File: src/rtl/imem_port_arbiter.sv
// rtl/imem_port_arbiter.sv - shares one instruction-memory port between fetch and loader
//
// Purpose:
//   Pipelined arbiter in front of a synchronous instruction memory. One request
//   is granted per cycle. Read data returns the cycle after the grant and is
//   steered to the port that issued it, as recorded in a 2-bit owner register.
//   The loader has priority over fetch. When IMEM_ARB_STARVE_GUARD_EN is defined,
//   a starve counter lets fetch win once the loader has been granted
//   STARVE_LIMIT times in a row while fetch was waiting.
//
// Configuration macro: IMEM_ARB_STARVE_GUARD_EN (fetch anti-starvation guard)
//
// Ports:
//   clock, reset                      rising-edge clock, async active-high reset
//   f_req/f_addr/f_gnt                fetch request, byte address, grant
//   f_flush                           cancel in-flight / same-cycle fetch response
//   f_rvalid/f_rdata                  fetch read response
//   d_req/d_we/d_addr/d_wdata/d_gnt   loader request and grant
//   d_rvalid/d_rdata                  loader read response
//   mem_en/mem_we/mem_addr/mem_wdata  memory request side
//   mem_rdata                         memory read data, one cycle after mem_en

module imem_port_arbiter #(
    parameter int ADDR_W       = 32,
    parameter int DATA_W       = 32,
    parameter int STARVE_LIMIT = 4
) (
    input  logic              clock,
    input  logic              reset,
    input  logic              f_req,
    input  logic [ADDR_W-1:0] f_addr,
    output logic              f_gnt,
    input  logic              f_flush,
    output logic              f_rvalid,
    output logic [DATA_W-1:0] f_rdata,
    input  logic              d_req,
    input  logic              d_we,
    input  logic [ADDR_W-1:0] d_addr,
    input  logic [DATA_W-1:0] d_wdata,
    output logic              d_gnt,
    output logic              d_rvalid,
    output logic [DATA_W-1:0] d_rdata,
    output logic              mem_en,
    output logic              mem_we,
    output logic [ADDR_W-1:0] mem_addr,
    output logic [DATA_W-1:0] mem_wdata,
    input  logic [DATA_W-1:0] mem_rdata
);

    typedef enum logic [1:0] {
        OWN_IDLE  = 2'd0,
        OWN_FETCH = 2'd1,
        OWN_LOAD  = 2'd2
    } owner_t;

    owner_t            r_owner;
    owner_t            w_owner_nxt;
    logic              r_f_cancel;
    logic [ADDR_W-1:0] r_mem_addr;
    logic [DATA_W-1:0] r_mem_wdata;
    logic              w_f_gnt;
    logic              w_d_gnt;
    logic              w_fetch_first;

    // Only a limit of 1..15 fits the 4-bit starve counter; an out-of-range
    // value leaves this marker block visible in the elaborated hierarchy.
    if ((STARVE_LIMIT < 1) || (STARVE_LIMIT > 15)) begin : g_starve_limit_out_of_range
    end

`ifdef IMEM_ARB_STARVE_GUARD_EN
    localparam logic [3:0] LP_LIMIT = 4'(STARVE_LIMIT);

    logic [3:0] r_starve;
    logic [3:0] w_starve_nxt;

    assign w_fetch_first = (r_starve == LP_LIMIT);

    // Counts loader grants taken while fetch was waiting. It cannot pass the
    // limit: at the limit either fetch wins (clear) or f_req is low (clear).
    always_comb begin
        w_starve_nxt = r_starve;
        if (w_f_gnt || !f_req) begin
            w_starve_nxt = 4'd0;
        end else if (w_d_gnt) begin
            w_starve_nxt = r_starve + 4'd1;
        end
    end

    always_ff @(posedge clock or posedge reset) begin
        if (reset) begin
            r_starve <= 4'd0;
        end else begin
            r_starve <= w_starve_nxt;
        end
    end
`else
    assign w_fetch_first = 1'b0;
`endif

    // Grants are gated by reset so outputs return to idle as soon as reset
    // rises, without waiting for a clock edge.
    assign w_d_gnt = !reset && d_req && !(f_req && w_fetch_first);
    assign w_f_gnt = !reset && f_req && !w_d_gnt;

    always_comb begin
        f_gnt       = w_f_gnt;
        d_gnt       = w_d_gnt;
        mem_en      = w_f_gnt || w_d_gnt;
        mem_we      = w_d_gnt && d_we;
        mem_addr    = r_mem_addr;
        mem_wdata   = r_mem_wdata;
        w_owner_nxt = OWN_IDLE;
        f_rvalid    = 1'b0;
        f_rdata     = '0;
        d_rvalid    = 1'b0;
        d_rdata     = '0;

        if (w_d_gnt) begin
            mem_addr  = d_addr;
            mem_wdata = d_wdata;
            if (!d_we) begin
                w_owner_nxt = OWN_LOAD;
            end
        end else if (w_f_gnt) begin
            mem_addr    = f_addr;
            w_owner_nxt = OWN_FETCH;
        end

        // A fetch response dies if it was flushed in its grant cycle
        // (r_f_cancel) or is flushed in the cycle it returns.
        if (r_owner == OWN_FETCH && !r_f_cancel && !f_flush) begin
            f_rvalid = 1'b1;
            f_rdata  = mem_rdata;
        end
        if (r_owner == OWN_LOAD) begin
            d_rvalid = 1'b1;
            d_rdata  = mem_rdata;
        end
    end

    always_ff @(posedge clock or posedge reset) begin
        if (reset) begin
            r_owner     <= OWN_IDLE;
            r_f_cancel  <= 1'b0;
            r_mem_addr  <= '0;
            r_mem_wdata <= '0;
        end else begin
            r_owner     <= w_owner_nxt;
            r_f_cancel  <= w_f_gnt && f_flush;
            r_mem_addr  <= mem_addr;
            r_mem_wdata <= mem_wdata;
        end
    end

endmodule

File: config.mk
export PLATFORM = sky130hd
export DESIGN_NAME = imem_port_arbiter
export DESIGN_NICKNAME = d
export VERILOG_FILES = /design/src/rtl/imem_port_arbiter.sv
export SDC_FILE = /design/constraint.sdc
export NUM_CORES = 1
export LEC_CHECK = 0
export CORE_AREA = 2 2 105 107
export DETAILED_ROUTE_END_ITERATION = 6
export DIE_AREA = 0 0 107 109
export PLACE_DENSITY = 0.82
export SLEW_MARGIN = 0
export SYNTH_ARGS = -nofsm -noshare
export SYNTH_HDL_FRONTEND = slang
export SYNTH_SLANG_ARGS = --single-unit
File: constraint.sdc
create_clock -name clock -period 7.29 [get_ports clock]
set_input_delay 1.0935 -clock clock [delete_from_list [all_inputs] [get_ports clock]]
set_output_delay 1.0935 -clock clock [all_outputs]
set_load 0.02 [all_outputs]
==> After elaboration in Yosys (flattened, before gate mapping) <==
Cells that the tools add are included.
{ "op_classes": {"n_mux": 10, "n_eq_ne": 2, "reduce_logical": 12} }
{ "ops": {"columns": ["operator", "n"], "rows": [
  ["2-to-1 mux 32 bit", 5],
  ["logical AND 1 bit", 7],
  ["zero test 1 bit", 4],
  ["2-to-1 mux 2 bit", 2],
  ["2-to-1 mux 1 bit", 3],
  ["== test 2 x 1 -> 1 bit, second input constant", 1],
  ["== test 2 bit, second input constant", 1],
  ["logical OR 1 bit", 1]
]} }
{ "word_totals": {"ff_bits": 67, "input_bits": 134} }

==> Longest topological paths before layout <==
Gate-level depths: netlist of the first run.
{ "logic_depth": {"word_depth": 6, "depth_mapped": 6, "depth_no_buf": 3} }

==> Worst setup path after synthesis of the first run <==
No wires, ideal clock.
{ "synth_path": {"path_type": "input port to output port", "start": "input reset", "end": "output mem_addr[10]", "n_path_buf": 2, "setup_slack_ps": 3954, "t_arrival_ps": 2243, "path_stages": 4, "cell_sequence": "clkbuf_2 o21bai_1 buf_2 a211oi_1"} }
{ "synth_via": {"elab_chain_cells": 6, "elab_cells_between_ends": 7, "classes_between": "mux: 2; reduce/logical: 5"} }
{ "synth_lines": {"columns": ["element", "line", "text"], "rows": [
  ["from (decl)", "29", "input logic reset,"],
  ["zero test 1 bit (no source line) *", null, null],
  ["logical AND 1 bit", "102", "assign w_d_gnt = !reset && d_req && !(f_req && w_fetch_first);"],
  ["zero test 1 bit", "103", "assign w_f_gnt = !reset && f_req && !w_d_gnt;"],
  ["logical AND 1 bit", "103", null],
  ["2-to-1 mux 32 bit", "124", "end else if (w_f_gnt) begin"],
  ["2-to-1 mux 32 bit *", "118", "if (w_d_gnt) begin"],
  ["to (decl)", "45", "output logic [ADDR_W-1:0] mem_addr,"]
]} }
Every way passes the cells marked *; elsewhere a longest branch is shown, timed or not.

==> Final worst setup path of the first run <==
{ "layout_path": {"start": "input f_req", "end": "output mem_addr[24]"} }
{ "layout_via": {"elab_chain_cells": 4} }
{ "layout_lines": {"columns": ["element", "line", "text"], "rows": [
  ["from (decl)", "30", "input logic f_req,"],
  ["logical AND 1 bit (2 in series)", "103", null],
  ["2-to-1 mux 32 bit", "124", null],
  ["2-to-1 mux 32 bit", "118", null]
]} }
Every way passes these cells.

==> impl_results.md, run 1 <==
- Final Skew: 0 ns
- Final hold vios: 0
- Tcrit/Tclk final: 0.6720
- # hold bufs at CTS: 0
- FMAX: ~0.20 GHz
- Commonest non-fill, non-tap cell in the layout: clkdlybuf4s50_1
- Vias in the first global route: 3537
- Kind of critical path: primary input to output port
- Sw frac: 0.2911
- Routed Antenna Nets: 0
- CTS Buffer Depth: 2
- #FFs+latches synth: 67
- Initial antenna violation count: 0
- Mapped Cells: 335
- Pwr Density: around 180 mW/mm2
- Comb pwr share: 0.341
- Total track usage: 0.2049
- Arr. time, crit path: approximately 3.8 ns
- DR iter-0 viols: 263
- # diodes: 0
- CTS clk-pin slew, worst paths: about 0.070 ns
- Slew @ Worst Pin: ~1.1 ns
- Met2 wire len: approximately 6.4 mm
- Post-CTS setup repair buffer count: 0
- Critical Path Fanout Max: 34
- Status: complete, no violations
- Die span in x: 107 um
- Routability congestion estimate: between 0.8 and 0.9
- Tmin final: 4.899 ns
- Pleak: approximately 2.7 nW
- Routed length per placed instance: 16.92 um
- Max Cap Viol: 0
- CTS Buf Count: 9
- Vias per inst: between 4 and 5
- Psw: approximately 350 uW
- Post-Route WL: 12.37 mm
- Pins over their slew limit: 0
- Die footprint: between 0.01 and 0.015 mm2
- Sequential share of power: 0.364
- Die span in y: around 110 um
- Largest net degree at the start of global routing: 68
- Num Clock Sinks: 67
- Final Cell Area: 0.006615 mm2
- PostCTS Resize Cnt: 0
- Register area share after synthesis: 0.4553
- DR WL met3: between 1 and 1.5 mm
- Unrepaired setup endpoints after global routing: no
- H-tree depth: 3
- Clock share of power: 0.295
- Vias: 3490
- Global-route wire length before repair: between 15 and 20 mm
- # IOs: about 270
- Aggregate global routing overflow: 0
- Synth warn: 0
- Pint: about 850 uW
- Drt first pass iters: 4
- Core Util, Final: 0.6239
- PortBufs: around 270
- FP Rows: 38
- Setup violations, final: 0
- CTS tree: yes
- Root buffer cell: clkbuf_8
- Initial Util: 0.3473
- Met1 WL: ~4.5 mm
- # fillers: 877
- Max-slew headroom at the worst pin: 0.2533
- Top layer in use: met4
- Most frequent cells in the layout: clkdlybuf4s50_1, dfrtp_1, and2_1, inv_1, nor3b_1
- Post-synthesis cell area: roughly 0.0037 mm2
- Syn Area/Cell: around 11 um2
- Post-DP HPWL: about 9.5 mm
- Layout cells sized above 1: 0.09645
- Worst-Skew Late Latency: ~0.34 ns
- Worst min-delay path class: flop to flop
- Count of cell types in the netlist: 19
- CP Data Required Time: 6.20 ns
- Synth Net Count: ~470
- Core box area: 0.01060 mm2
- Placed Area: around 0.0064 mm2
- Remaining DRCs: 0
- Fin nets: between 700 and 800
- Setup crit end kind: output port
- Max IR drop VDD: roughly 0.00013 V
- Area growth, synth to finish: 79.65%
- Setup TNS: 0 ns
- Crit path launch type: primary input
-- synth_stat cells, drive strengths merged --
| cell | count | share of area |
|---|---|---|
| and2 | 65 | 0.11 |
| nand2b | 2 | 0.0054 |
| nor2 | 3 | 0.0031 |
| nor2b | 1 | 0.0017 |
| buf | 16 | 0.029 |
| dfrtp | 67 | 0.46 |
| nor4b | 33 | 0.083 |
| inv | 35 | 0.036 |
| o21bai | 1 | 0.0020 |
| clkbuf | 15 | 0.016 |
| nor3b | 33 | 0.067 |
| a211oi | 32 | 0.065 |
| mux2 | 32 | 0.13 |
-- power groups by stage --
stage	combinational, mW	clock [mW]	sequential (mW)
after CTS	0.410	0.361	0.435
after detailed placement	0.407	0	0.442
final	0.407	0.351	0.435
after floorplan	0.199	0	0.437
after global placement	0.400	0	0.440
after global routing	0.430	0.376	0.439
-- sequential cells by signal, indices dropped and copies added, names as in the netlist --
signal / count
r_mem_wdata: 32
r_owner: 2
r_f_cancel: 1
r_mem_addr: 32
-- worst max-delay path: stages --
cell,delay [ns]
clkdlybuf4s50_1,1.11
o21bai_2,0.20
buf_4,0.29
a211oi_1,0.38
clkdlybuf4s50_1,0.69
-- kinds of logic (layout without fill, tap and decap cells) --
| group | count (synthesis) | after routing | synth area share |
|---|---|---|---|
| AND/OR/NAND/NOR | 137 | 137 | 0.2705 |
| flip-flops | 67 | 67 | 0.4553 |
| buffers and inverters | 66 | 322 | 0.08053 |
| AO/OA/AOI/OAI | 33 | 33 | 0.06728 |
| multiplexers | 32 | 32 | 0.1264 |
-- worst paths after layout --
path,endpoint,slack (ns),depth (start not counted),startpoint
setup / recovery,mem_addr[24],2.39,5,f_req
hold / removal,r_mem_wdata[6],0.49,1,r_mem_wdata[6]
hold reg to reg,r_mem_wdata[6],0.49,1,r_mem_wdata[6]
max in group asynchronous,r_mem_wdata[30],4.99,4,reset
setup reg to reg,r_mem_addr[24],6.49,2,r_mem_addr[24]
min in group asynchronous,r_mem_addr[29],1.35,3,reset
-- per-layer routing --
metal  vias to the layer above  global-route usage
met2                       172              0.3708
met1                      1653              0.2206
met3                        21             0.07233
met4                         0             0.07607
met5                         -                   0
li1                       1644                   -
-- layout make-up --
cell class / count / area [um2] / share of cell area
inverters: 35 / 131.4 / 0.01986
repair buffers: 271 / 2693 / 0.4070
clock inverters: 5 / 85.08 / 0.01286
flip-flops and latches: 67 / 1677 / 0.2535
clock buffers: 11 / 141.4 / 0.02137
well taps: 140 / 175.2 / 0.02648
multi-input cells: 202 / 1713 / 0.2589
-- metrics by stage --
stage	instances	hold slack (ns)	power, mW	worst slack (ns)
2_1_floorplan	335	0.5219	0.6366	3.954
3_3_place_gp	715	0.4762	0.8392	2.566
3_5_place_dp	715	0.4777	0.8491	2.391
4_1_cts	731	0.4976	1.206	2.384
5_1_grt	731	0.5095	1.245	2.172
6_report	731	0.4943	1.193	2.391
No activity file was read; power rests on OpenSTA's default activity.
==> run 2: changes to the inputs <==
Settings changed: CORE_AREA 2 2 105 107 to default, CORE_MARGIN from default to 2, CORE_UTILIZATION from default to 32, DIE_AREA 0 0 107 109 to default, PLACE_DENSITY 0.82 to 0.79.
Clock period 7.29 ns to 4.2 ns, I/O delays scaled along.
==> impl_results.md, run 2 (synthesized netlist as in run 1, its figures left out) <==
- Status: complete, no violations
- Met2 wire len: 6.515 mm
- Total track usage: 0.2008
- Drt first pass iters: 4
- Die span in x: 111.3 um
- Most frequent cells in the layout: clkdlybuf4s50_1, dfrtp_1, and2_1, inv_1, nor3b_1
- Area growth, synth to finish: 82.67%
- Die footprint: 0.01238 mm2
- Setup violations, final: 0
- PortBufs: about 270
- FMAX: 0.2943 GHz
- Critical Path Fanout Max: 22
- Met1 WL: between 4 and 5 mm
- # fillers: between 900 and 1000
- Initial Util: 0.3253
- Largest registers: r_mem_addr: 32 flops, r_mem_wdata: 32 flops, r_owner: 2 flops
- DR WL met3: ~1.1 mm
- Top layer in use: met4
- Routed Antenna Nets: 0
- Max IR drop VDD: 0.0002320 V
- Post-CTS setup repair buffer count: 0
- Max Cap Viol: 0
- Kind of critical path: primary input to output port
- H-tree depth: 3
- Arr. time, crit path: 2.77 ns
- Tcrit/Tclk final: 0.8091
- Vias per inst: ~4.8
- Initial antenna violation count: 0
- Vias: about 3600
- Max-slew headroom at the worst pin: 0.5359
- Layout cells sized above 1: 0.1042
- # IOs: between 200 and 300
- Slew @ Worst Pin: between 0.6 and 0.7 ns
- Routed length per placed instance: ~17 um
- Fin nets: 724
- Final Skew: 0 ns
- Commonest non-fill, non-tap cell in the layout: clkdlybuf4s50_1
- Core box area: roughly 0.011 mm2
- Pwr Density: roughly 330 mW/mm2
- FP Rows: 39
- Final hold vios: 0
- CTS tree: yes
- # diodes: 0
- DR iter-0 viols: 253
- CTS clk-pin slew, worst paths: 0.05 ns
- Pins over their slew limit: 0
- Worst min-delay path class: flop to flop
- # hold bufs at CTS: 0
- Global-route wire length before repair: 19.82 mm
- Multi-input logic area: about 0.0017 mm2
- Routability congestion estimate: 0.7920
- Final Cell Area: ~0.0067 mm2
- Vias in the first global route: roughly 3800
- Die span in y: roughly 110 um
- Remaining DRCs: 0
- Tmin final: roughly 3.4 ns
- Register area: roughly 0.0017 mm2
- Post-DP HPWL: about 9.6 mm
- CTS Buf Count: 9
- Worst-Skew Late Latency: ~0.33 ns
- Num Clock Sinks: 67
- Unrepaired setup endpoints after global routing: no
- Setup TNS: 0 ns
- Hold_ws: 0.4920 ns
- Post-Route WL: between 10 and 15 mm
- PostCTS Resize Cnt: 0
- Placed Area: roughly 0.0064 mm2
- Crit path launch type: primary input
- CTS Buffer Depth: 2
- Root buffer cell: clkbuf_16
- Pleak: between 2 and 3 nW
- Largest net degree at the start of global routing: 45
- Aggregate global routing overflow: 0
- CP Data Required Time: about 3.6 ns
- Core Util, Final: 0.5942
- Setup crit end kind: output port
-- run 2: cell types whose count changed in the layout (fill, tap and decap cells not counted), sizes merged --
cell and change:
bufinv -1, clkbuf -1, clkinv +3, inv -1, buf +4
-- run 2: area by class of cell --
cell class	instances	share of cell area
well taps	143	0.02660
multi-input cells	202	0.2546
repair buffers	275	0.4048
flip-flops and latches	67	0.2493
inverters	35	0.01953
clock buffers	10	0.03553
clock inverters	6	0.009673
-- run 2: report_power, final --
part	total (mW)	switching [mW]	internal, mW
clock	0.758	0.283	0.475
combinational	0.710	0.325	0.386
sequential	0.758	0.0261	0.732
total	2.23	0.634	1.59
-- run 2: stage by stage --
stage | power (mW) | setup slack (ns) | cells
finish | 2.226 | 0.8019 | 738
global route | 2.324 | 0.7462 | 738
CTS | 2.249 | 0.8575 | 738
detailed placement | 1.477 | 0.8668 | 722
global placement | 1.460 | 0.9721 | 722
floorplan | 1.105 | 1.407 | 335
-- run 2: final timing paths --
check / startpoint / endpoint / slack, ns / cells past startpoint
worst min register to register: r_mem_wdata[24] / r_mem_wdata[24] / 0.49 / 1
min in group asynchronous: reset / r_mem_addr[25] / 0.77 / 3
worst min-delay path: r_mem_wdata[24] / r_mem_wdata[24] / 0.49 / 1
worst max-delay path: f_req / mem_addr[29] / 0.80 / 5
worst max register to register: r_mem_addr[29] / r_mem_addr[29] / 3.32 / 2
max in group asynchronous: reset / r_mem_wdata[3] / 2.49 / 4
-- run 2: critical path, stage by stage --
cell and delay, ns:
clkdlybuf4s50_1 0.52, o21bai_2 0.21, buf_4 0.29, a211oi_1 0.43, clkdlybuf4s50_1 0.68
-- run 2: routing by layer --
layer  GRT usage  vias up
li1            -     1658
met1      0.2132     1690
met2      0.3602      181
met3     0.06670       29
met4     0.09053        0
met5           0        -
==> run 3: changes to the inputs <==
Settings changed: CORE_UTILIZATION 32 to 35, PLACE_DENSITY 0.79 to 0.82.
Clock period 4.2 ns to 3.3 ns, I/O delays scaled along.
==> impl_results.md, run 3 (synthesized netlist as in run 1, its figures left out) <==
- Setup violations, final: 0
- CTS Buf Count: 9
- Kind of critical path: primary input to output port
- CTS Buffer Depth: 2
- # diodes: 0
- RR Endpoint: r_mem_addr[3]
- Final Skew: 0 ns
- Max Cap Viol: 0
- Routability congestion estimate: 0.8134
- Global-route wire length before repair: ~19 mm
- Pins over their slew limit: 0
- Setup TNS: 0 ns
- Fin nets: between 700 and 800
- Commonest non-fill, non-tap cell in the layout: clkdlybuf4s50_1
- Remaining DRCs: 0
- Largest net degree at the start of global routing: 42
- Root buffer cell: clkbuf_8
- Tmin final: ~2.9 ns
- Aggregate global routing overflow: 0
- Post-DP HPWL: 9.089 mm
- Routed length per placed instance: about 16 um
- Worst-Skew Late Latency: roughly 0.34 ns
- Die footprint: 0.01136 mm2
- # IOs: between 200 and 300
- Total track usage: 0.2074
- Vias in the first global route: about 3600
- FMAX: 0.3460 GHz
- Num Clock Sinks: between 60 and 70
- Pleak: between 2 and 3 nW
- Core box area: between 0.01 and 0.015 mm2
- Area growth, synth to finish: 81.45%
- PostCTS Resize Cnt: 0
- PortBufs: about 270
- Crit path launch type: primary input
- Post-Route WL: approximately 12 mm
- Vias per inst: 4.810
- CTS tree: yes
- Tcrit/Tclk final: 0.8758
- Max-slew headroom at the worst pin: 0.5660
- # hold bufs at CTS: 0
- Largest registers: r_mem_addr: 32 flops, r_mem_wdata: 32 flops, r_owner: 2 flops
- Post-CTS setup repair buffer count: 0
- Arr. time, crit path: about 2.4 ns
- Slew @ Worst Pin: between 0.6 and 0.7 ns
- Worst min-delay path class: flop to flop
- Unrepaired setup endpoints after global routing: no
- DR iter-0 viols: ~220
- Max IR drop VDD: roughly 0.00031 V
- Die span in x: between 100 and 150 um
- Endpoint, Worst Hold: r_mem_wdata[10]
- Die span in y: between 100 and 150 um
- Most frequent cells in the layout: clkdlybuf4s50_1, dfrtp_1, and2_1, inv_1, nor3b_1
- H-tree depth: 3
- Worst Hold Depth: 1
- Initial Util: 0.3583
- Setup crit end kind: output port
- CP Data Required Time: 2.80 ns
- Crit path from: d_req
- Pwr Density: 396.0 mW/mm2
- Critical Path Fanout Max: 34
- R2R Path Start: r_mem_addr[3]
- Initial antenna violation count: 0
- Layout cells sized above 1: 0.1055
- Vias: 3526
- Core Util, Final: 0.6501
- Routed Antenna Nets: 0
- Final hold vios: 0
- FP Rows: 37
- Drt first pass iters: 5
- Hold_sp: r_mem_wdata[10]
- R2r worst-path depth: 2
- Status: complete, no violations
- R2r setup slk: 2.49 ns
- CTS clk-pin slew, worst paths: 0.07 ns
[run 3: cell types whose count changed in the layout (fill, tap and decap cells not counted)]
cell,change
bufinv_16,+1
clkbuf_16,-9
clkbuf_1,+1
clkbuf_8,+10
clkinv_4,-2
buf_12,+2
clkinv_2,-1
[run 3: final cells by class]
class / instances / area (um2)
flip-flops and latches: 67 / 1677
clock buffers: 12 / 155.1
repair buffers: 277 / 2763
multi-input cells: 202 / 1713
clock inverters: 4 / 72.57
inverters: 35 / 131.4
fillers: 842 / 3596
well taps: 136 / 170.2
[run 3: critical path, cell delays in order]
cell             delay, ns
buf_2                 0.41
nand2b_4              0.45
mux2_4                0.44
clkdlybuf4s50_1       0.56
[run 3: worst max-delay path by stage]
stage | end | slack [ns] | depth (start not counted)
after floorplan | r_f_cancel | 0.64 | 4
after global placement | mem_addr[9] | 0.41 | 5
after detailed placement | mem_wdata[20] | 0.43 | 4
after CTS | mem_addr[3] | 0.40 | 5
after global routing | mem_we | 0.30 | 5
final | mem_wdata[20] | 0.41 | 4
[run 3: stage by stage]
step / hold slack, ns / std cells / setup WS [ns] / cell area [um2] / total power [mW]
detailed placement: 0.4785 / 717 / 0.4277 / 6454 / 1.884
floorplan: 0.5219 / 335 / 0.6420 / 3682 / 1.406
finish: 0.4945 / 733 / 0.4100 / 6681 / 2.646
CTS: 0.4978 / 733 / 0.4013 / 6681 / 2.673
global placement: 0.4766 / 717 / 0.4102 / 6454 / 1.868
global route: 0.5064 / 733 / 0.2997 / 6681 / 2.764
[run 3: report_power, final]
| part | switching, mW | total (mW) | internal, mW | leakage [nW] |
|---|---|---|---|---|
| Combinational | 0.412 | 0.908 | 0.496 | 1.91 |
| Clock | 0.310 | 0.776 | 0.466 | 0.113 |
| Sequential | 0.0319 | 0.961 | 0.930 | 0.766 |
| Total | 0.755 | 2.65 | 1.89 | 2.79 |
[run 3: routing by layer]
layer  vias to the layer above  track usage  part of all wire  routed length [um]
li1                       1667            -                 -                   -
met1                      1678       0.2269              0.35                4218
met2                       163       0.3767              0.54                6471
met3                        18      0.06079             0.082                 983
met4                         0      0.07978             0.022                 266
met5                         -            0                 0                   0
